## config.mk

```make
export PLATFORM = sky130hd
export DESIGN_NAME = str_to_ram_ctl
export DESIGN_NICKNAME = d
export VERILOG_FILES = /design/src/rtl/str_to_ram_pkg.sv /design/src/rtl/str_to_ram_ctl.sv
export SDC_FILE = /design/constraint.sdc
export NUM_CORES = 1
export LEC_CHECK = 0
export BUFFER_PORTS_ARGS = -buffer_cell sky130_fd_sc_hd__buf_4
export CAP_MARGIN = 0
export CORE_AREA = 3 3 139 141
export CTS_BUF_LIST = sky130_fd_sc_hd__clkbuf_4 sky130_fd_sc_hd__clkbuf_8 sky130_fd_sc_hd__clkbuf_16
export DETAILED_ROUTE_END_ITERATION = 10
export DIE_AREA = 0 0 142 144
export PLACE_DENSITY = 0.61
export SYNTH_ARGS = -nofsm -noshare
export SYNTH_HDL_FRONTEND = slang
export SYNTH_SLANG_ARGS = --single-unit
```

## constraint.sdc

```tcl
create_clock -name clk -period 3.4 [get_ports clk]
set_input_delay 0.85 -clock clk [delete_from_list [all_inputs] [get_ports clk]]
set_output_delay 0.85 -clock clk [all_outputs]
set_load 0.005 [all_outputs]
```

## src/rtl/str_to_ram_pkg.sv

```systemverilog
// Shared types for the stream-to-RAM acquisition sequencer: FSM states and
// the control-command priority ordering.
package str_to_ram_pkg;

    typedef enum logic [2:0] {
        ST_IDLE  = 3'd0,
        ST_PRE   = 3'd1,
        ST_ARMED = 3'd2,
        ST_POST  = 3'd3,
        ST_DONE  = 3'd4
    } state_t;

    // Control commands in priority order, highest first (rst sits above all).
    typedef enum logic [2:0] {
        CMD_RST  = 3'd0,
        CMD_STOP = 3'd1,
        CMD_ARM  = 3'd2,
        CMD_TRG  = 3'd3,
        CMD_NONE = 3'd4
    } cmd_t;

    function automatic cmd_t pick_cmd(input logic rst_req, input logic stop_req,
                                      input logic arm_req, input logic trg_req);
        if (rst_req)       return CMD_RST;
        else if (stop_req) return CMD_STOP;
        else if (arm_req)  return CMD_ARM;
        else if (trg_req)  return CMD_TRG;
        else               return CMD_NONE;
    endfunction

endpackage

```

## src/rtl/str_to_ram_ctl.sv

```systemverilog
// Acquisition sequencer: writes a sample stream into a circular RAM buffer
// through arm / pre-fill / armed / post-count / done, exporting status.
module str_to_ram_ctl
    import str_to_ram_pkg::*;
#(
    parameter int AW = 14,
    parameter int CW = 32
) (
    input  logic          clk,
    input  logic          rst,
    input  logic          ctl_rst,
    input  logic          ctl_arm,
    input  logic          ctl_stop,
    input  logic          ctl_trg,
    input  logic          ext_trg,
    input  logic [CW-1:0] cfg_pre,
    input  logic [CW-1:0] cfg_pst,
    input  logic          str_tvalid,
    output logic          str_tready,
    output logic          ram_we,
    output logic [AW-1:0] ram_wa,
    output logic          sts_run,
    output logic          sts_trg,
    output logic          sts_done,
    output logic [AW-1:0] sts_ptr,
    output logic [CW-1:0] sts_pre,
    output logic [CW-1:0] sts_pst
);

    state_t        state;
    cmd_t          cmd;
    logic [AW-1:0] wptr;
    logic          rdy;
    logic          trg;
    logic          xfer;
    logic          run;
    logic [CW-1:0] pre_nxt;
    logic [CW-1:0] pre_sat;
    logic [CW-1:0] pst_nxt;

    assign trg        = ctl_trg | ext_trg;
    assign str_tready = rdy;
    assign xfer       = str_tvalid & rdy;
    assign run        = (state == ST_PRE) || (state == ST_ARMED) || (state == ST_POST);
    assign sts_run    = run;
    assign sts_done   = (state == ST_DONE);
    assign ram_we     = xfer & run;
    assign ram_wa     = wptr;

    assign pre_nxt = sts_pre + CW'(1);
    assign pre_sat = (sts_pre == '1) ? sts_pre : pre_nxt;
    assign pst_nxt = sts_pst + CW'(1);

    // Stop only counts as a command while running, so arm still works from IDLE/DONE.
    assign cmd = pick_cmd(ctl_rst, ctl_stop & run, ctl_arm, trg);

    // NOTE: sequential state uses non-blocking assignments so every branch below
    // reads the pre-edge values, and later assignments override earlier ones.
    always_ff @(posedge clk or posedge rst) begin
        if (rst) begin
            state   <= ST_IDLE;
            wptr    <= '0;
            sts_ptr <= '0;
            sts_pre <= '0;
            sts_pst <= '0;
            sts_trg <= 1'b0;
            rdy     <= 1'b0;
        end else begin
            rdy <= 1'b1;
            if (ram_we) wptr <= wptr + AW'(1);

            case (cmd)
                CMD_RST: begin
                    state   <= ST_IDLE;
                    wptr    <= '0;
                    sts_ptr <= '0;
                    sts_pre <= '0;
                    sts_pst <= '0;
                    sts_trg <= 1'b0;
                end
                CMD_STOP: state <= ST_DONE;
                CMD_ARM: begin
                    state   <= (cfg_pre == '0) ? ST_ARMED : ST_PRE;
                    wptr    <= '0;
                    sts_pre <= '0;
                    sts_pst <= '0;
                    sts_trg <= 1'b0;
                end
                default: begin
                    case (state)
                        ST_PRE: begin
                            if (ram_we) begin
                                sts_pre <= pre_nxt;
                                if (pre_nxt == cfg_pre) state <= ST_ARMED;
                            end
                        end
                        ST_ARMED: begin
                            if (trg) begin
                                sts_ptr <= wptr;
                                sts_trg <= 1'b1;
                                if (cfg_pst == '0) begin
                                    // Trigger-cycle sample stays on the pre-trigger side.
                                    state <= ST_DONE;
                                    if (ram_we) sts_pre <= pre_sat;
                                end else if (ram_we) begin
                                    sts_pst <= CW'(1);
                                    state   <= (cfg_pst == CW'(1)) ? ST_DONE : ST_POST;
                                end else begin
                                    state <= ST_POST;
                                end
                            end else if (ram_we) begin
                                sts_pre <= pre_sat;
                            end
                        end
                        ST_POST: begin
                            if (ram_we) begin
                                sts_pst <= pst_nxt;
                                if (pst_nxt == cfg_pst) state <= ST_DONE;
                            end
                        end
                        default: ;
                    endcase
                end
            endcase
        end
    end

endmodule

```

# ---- Word level (Yosys, flattened, before mapping)
# Cells that the tools add are included.
dict set report classes {
  add_sub_neg 3
  eq_ne 21
  n_mux 36
  bitwise 6
  n_reduce_logical 20
}
# cell n
set op_table {}
lappend op_table {{two-way mux 32 bit} 9}
lappend op_table {{one-hot mux 32 bit (2 select lines)} 4}
lappend op_table {{adder 32 x 1 -> 32 bit, second input constant} 2}
lappend op_table {{== test 32 bit} 2}
lappend op_table {{zero test 32 bit} 2}
lappend op_table {{two-way mux 14 bit} 4}
lappend op_table {{two-way mux 3 bit} 12}
lappend op_table {{== test 32 x 1 -> 1 bit, second input constant} 1}
lappend op_table {{== test 32 bit, second input constant} 1}
lappend op_table {{one-hot mux 14 bit (2 select lines)} 1}
lappend op_table {{one-hot mux 3 bit (3 select lines)} 2}
lappend op_table {{!= test 3 bit, second input constant} 5}
lappend op_table {{!= test 5 x 2 -> 1 bit, second input constant} 3}
lappend op_table {{adder 14 x 1 -> 14 bit, second input constant} 1}
lappend op_table {{AND reduction 6 bit} 2}
lappend op_table {{!= test 5 x 1 -> 1 bit, second input constant} 2}
lappend op_table {{nonzero test 2 bit} 5}
lappend op_table {{== test 3 x 2 -> 1 bit, second input constant} 3}
lappend op_table {{== test 3 x 1 -> 1 bit, second input constant} 2}
lappend op_table {{AND reduction 3 bit} 2}
lappend op_table {{nonzero test 3 bit} 2}
lappend op_table {{nonzero test 6 bit} 1}
lappend op_table {{!= test 4 x 3 -> 1 bit, second input constant} 1}
lappend op_table {{AND reduction 4 bit} 1}
lappend op_table {{10 further kinds} 16}
dict set report word_totals {
  regBits 97
  inputBits 72
  wordCells 93
}

# ---- Depth between registers and ports, before layout
dict set report depth {
  depth_word 10
  ltp_mapped 12
}

# ---- Worst setup path before layout
# No wires, ideal clock.
dict set report synth_path {
  path_kind {input to register}
  start {input port cfg_pst[12]}
  end {register sts_pre[29]}
  setup_time_ps 79
  arrival_time_ps 2822
  required_time_ps 3321
  slack_ps 498
  path_stages 9
  n_path_buf 0
  cell_sequence {nor4_1 -> nand4_1 -> o41ai_2 -> a31oi_1 -> nor3_4 -> nand2_1 -> or4_1 -> or2_0 -> mux2i_1}
}
dict set report synth_between {
  elab_chain_len 3
}
# item line
set synth_rtl {}
lappend synth_rtl {{start, declared} str_to_ram_ctl.sv:17} ;# input logic [CW-1:0] cfg_pst,
lappend synth_rtl {{zero test 32 bit} str_to_ram_ctl.sv:101} ;# if (cfg_pst == '0) begin
lappend synth_rtl {{!= test 4 x 3 -> 1 bit (no source line)} n/a}
lappend synth_rtl {{AND reduction 4 bit (no source line)} n/a}
lappend synth_rtl {{end signal, assigned} str_to_ram_ctl.sv:93} ;# sts_pre <= pre_nxt;
lappend synth_rtl {{end signal, assigned} str_to_ram_ctl.sv:104} ;# if (ram_we) sts_pre <= pre_sat;
lappend synth_rtl {{end signal, assigned} str_to_ram_ctl.sv:112} ;# sts_pre <= pre_sat;
lappend synth_rtl {{end, declared} str_to_ram_ctl.sv:26} ;# output logic [CW-1:0] sts_pre,
# Every way passes these cells.
# A chain may end at the register's enable or synchronous reset.

# ---- Worst setup path in the final report
dict set report layout_path {
  start {register sts_pst[0]}
  end {register state[2]}
}
dict set report layout_between {
  elab_chain_len 4
}
# item line
set layout_rtl {}
lappend layout_rtl {{start, declared} str_to_ram_ctl.sv:27} ;# output logic [CW-1:0] sts_pst
lappend layout_rtl {{start signal, assigned} str_to_ram_ctl.sv:117} ;# sts_pst <= pst_nxt;
lappend layout_rtl {{adder 32 x 1 -> 32 bit} str_to_ram_ctl.sv:52} ;# assign pst_nxt = sts_pst + CW'(1);
lappend layout_rtl {{== test 32 bit} str_to_ram_ctl.sv:118} ;# if (pst_nxt == cfg_pst) state <= ST_DONE;
lappend layout_rtl {{!= test 5 x 1 -> 1 bit (no source line)} n/a}
lappend layout_rtl {{AND reduction 6 bit (no source line)} n/a}
lappend layout_rtl {{end signal, assigned} str_to_ram_ctl.sv:83} ;# state <= (cfg_pre == '0) ? ST_ARMED : ST_PRE;
lappend layout_rtl {{end signal, assigned} str_to_ram_ctl.sv:107} ;# state <= (cfg_pst == CW'(1)) ? ST_DONE : ST_POST;
lappend layout_rtl {{end, declared} str_to_ram_ctl.sv:30} ;# state_t state;
# Every way passes these cells.

==> results.txt <==
Psw: 0.8657 mW
RSZ-0062 raised after global routing: false
Min Tclk post-route: 3.096 ns
Buffers on Ports: 168
Worst endpoint required time: 3.64 ns
CTS clk-pin slew, worst paths: 0.08 ns
Number of flops mapped to enable cells by yosys: 0
Num rows: 49
Gate Count Post-Synth: 889
Synth warn: 0
Fin nets: 1137
N_diodes: 0
Crit share post-route: 0.9105
Die ar.: 20450 um^2
Final setup violation count: 0
Largest net degree at the start of global routing: 46
GPL Wtd Cong: 0.9166
Relative slew slack: 0.4855
Placed cell count: 1280
Worst setup EP type: register
Fin. Hold Viols: 0
Yosys reg bits: 97
CTS tree: built
Critical path launch point type: register
# hold bufs at CTS: 0
Vias in the first global route: 7024
Core Footprint: 18090 um^2
Internal power: 1.909 mW
First-pass GRT wire length: 37810 um
Max clock buf depth: 2
Post-synth ARST share: 1.000
Setup TNS: 0 ns
Non-filler cells, final: 1296
Post-CTS setup buffer count: 0
Largest cells by area after synthesis: dfrtp_1 34%, o21ai_0 7.2%, xnor2_1 7.2%
Routed wire per std cell: 18.41 um
Count of cell types in the netlist: 72
DP HPWL: 18160 um
LEAKAGE: 3.982 nW
Outcome: finished clean
Detailed Route Iter0 Violations: 482
Max Fanout on Critical Path: 8
Post-synth design cell area: 7214 um^2
Most numerous cell in the Yosys netlist: o21ai_0
Seq/Total Area, Yosys: 0.3365
Layout Area Growth over Synthesis: 28.04%
Clock skew: 0.009201 ns
Design Area, Final: 9238 um^2
Grt ovf: 0
Sw Share: 0.3120
Starting Density: 0.3989
Max_cap viols: 0
Post-route antenna net violation count: 0
Comb pwr share: 0.194
Max-slew violations: 0
Num ports: 169
First-pass DRT Iterations: 5
Post-synth top area cell: dfrtp_1
Clock Power Share: 0.374
Worst min-delay path category: reg2reg
Cell Pwr Density: 300.4 nW/um^2
Post-cts repair resize count: 0
Flop pwr share: 0.432
Synth Flop Type: dfrtp_1
Slew @ Worst Pin: 0.7690 ns
CTS Root Cell: clkbuf_16
Syn_area_per_cell: 8.115 um^2
Post-Syn Nets: 964
DR vias/cell: 5.788
Layout cells sized above 1: 0.2465
Worst Path Arrival: 3.34 ns
GRT Overall Usage: 0.2295
Final wirelength: 23860 um
Clock Sink Count: 97
Top cell type's share of synthesized area: 0.3365
Fmax: 0.3230 GHz
Dpl cell area: 8940 um^2
Max H-tree Level: 3
Die height: 144 um
Worst-Skew Late Latency: 0.36 ns
Die W: 142 um
Max VDD drop: 0.2153 mV
Worst Setup Path Type: reg2reg
Remaining DRCs: 0
Post-synth top cells: 104 x o21ai_0, 97 x dfrtp_1, 93 x nand2_1, 75 x nor2_1, 59 x xnor2_1
TritonCTS buffer count: 9
Initial antenna violation count: 0
Routed via count: 7501
## power by group through the flow
stage          clock (mW)  combinational [mW]  sequential, mW
2_1_floorplan           0               0.305            1.20
3_3_place_gp            0               0.535            1.22
3_5_place_dp            0               0.536            1.22
4_1_cts              1.06               0.538            1.20
5_1_grt              1.10               0.592            1.20
6_report             1.04               0.539            1.20
## state kept, by name, summed over array words and instances, names as in the netlist
register    cells
sts_ptr        14
ram_wa         14
sts_pre        32
state           3
sts_pst        32
str_tready      1
sts_trg         1
## worst paths after layout
path / from / endpoint / slack (ns) / cells after the start
max: sts_pst[0]$_DFFE_PP0P_ / state[2]$_DFFE_PP0P_ / 0.30 / 11
min: sts_ptr[13]$_DFFE_PP0P_ / sts_ptr[13]$_DFFE_PP0P_ / 0.48 / 2
min in group asynchronous: rst / sts_ptr[2]$_DFFE_PP0P_ / 0.50 / 2
max reg2reg: sts_pst[0]$_DFFE_PP0P_ / state[2]$_DFFE_PP0P_ / 0.30 / 11
min reg2reg: sts_ptr[13]$_DFFE_PP0P_ / sts_ptr[13]$_DFFE_PP0P_ / 0.48 / 2
max in group asynchronous: rst / sts_pre[7]$_DFFE_PP0P_ / 2.21 / 3
## metal layers
| metal | global-route usage | routed length [um] | vias to the layer above |
|---|---|---|---|
| met5 | 0 | 0 | - |
| met4 | 0.06768 | 460 | 0 |
| met3 | 0.03274 | 1625 | 33 |
| met2 | 0.3548 | 10790 | 283 |
| met1 | 0.3349 | 10980 | 3599 |
| li1 | - | - | 3586 |
## kinds of logic after synthesis
logic type / count (synthesis) / share of synthesized area
adders and majority gates: 3 / 0.005203
other: 1 / 0.0005198
buffers and inverters: 67 / 0.03920
DFF: 97 / 0.3365
and+or+nand+nor: 382 / 0.2907
AOI/OAI and AO/OA: 229 / 0.1915
muxes: 12 / 0.01752
xor gates and xnor gates: 98 / 0.1190
## worst max-delay path, cell delays in order, from the launching register on
cell     delay (ns)
dfrtp_1        0.48
ha_1           0.36
nand3_2        0.22
nor4_4         0.26
buf_4          0.21
nand4_1        0.12
xnor2_1        0.18
o21ai_0        0.15
nor4_1         0.24
and4_1         0.37
o21ai_2        0.11
mux2_4         0.30
## cell type report
type / count / area, um^2
Clock inverter: 7 / 72.57
Inverter: 12 / 47.55
Clock buffer: 9 / 225.2
Multi-Input combinational cell: 725 / 4512
Timing Repair Buffer: 217 / 1667
Tap cell: 229 / 286.5
Fill cell: 1774 / 8848
Sequential cell: 97 / 2427
## through the flow
step | total power [mW] | hold WS, ns | util | worst slack (ns)
2_1_floorplan | 1.509 | 0.4726 | - | 0.01628
3_3_place_gp | 1.755 | 0.4636 | 0.4943 | 0.08676
3_5_place_dp | 1.755 | 0.4720 | 0.4943 | 0.04409
4_1_cts | 2.791 | 0.4905 | 0.5108 | 0.3058
5_1_grt | 2.895 | 0.5111 | 0.5108 | 0.06029
6_report | 2.775 | 0.4832 | 0.5108 | 0.3042
## cells in the final DEF, fill, tap and decap left out, types with 3 or more instances in the layout
master       n
nor4_4       3
a31oi_1     15
o211ai_1     3
a21o_1       3
or3_1        7
nor2b_1      8
xnor2_1     59
nor3_1      23
buf_12       3
a211oi_1     3
nand4_1     31
dfrtp_1     97
xor2_1      39
a211o_1      3
o21ai_0    104
and2_1       6
or2_2        4
mux2i_1     10
ha_1         3
nor4_1      27
nand2b_1    25
and3_1      18
o41ai_1      5
nor2_1      75
and4_1      12
o22ai_1      5
nand2_1     93
nand3_1     25
clkbuf_16    9
buf_4      214
o31ai_1     22
inv_1       11
a21oi_1     42
No activity file was read; power rests on OpenSTA's default activity.
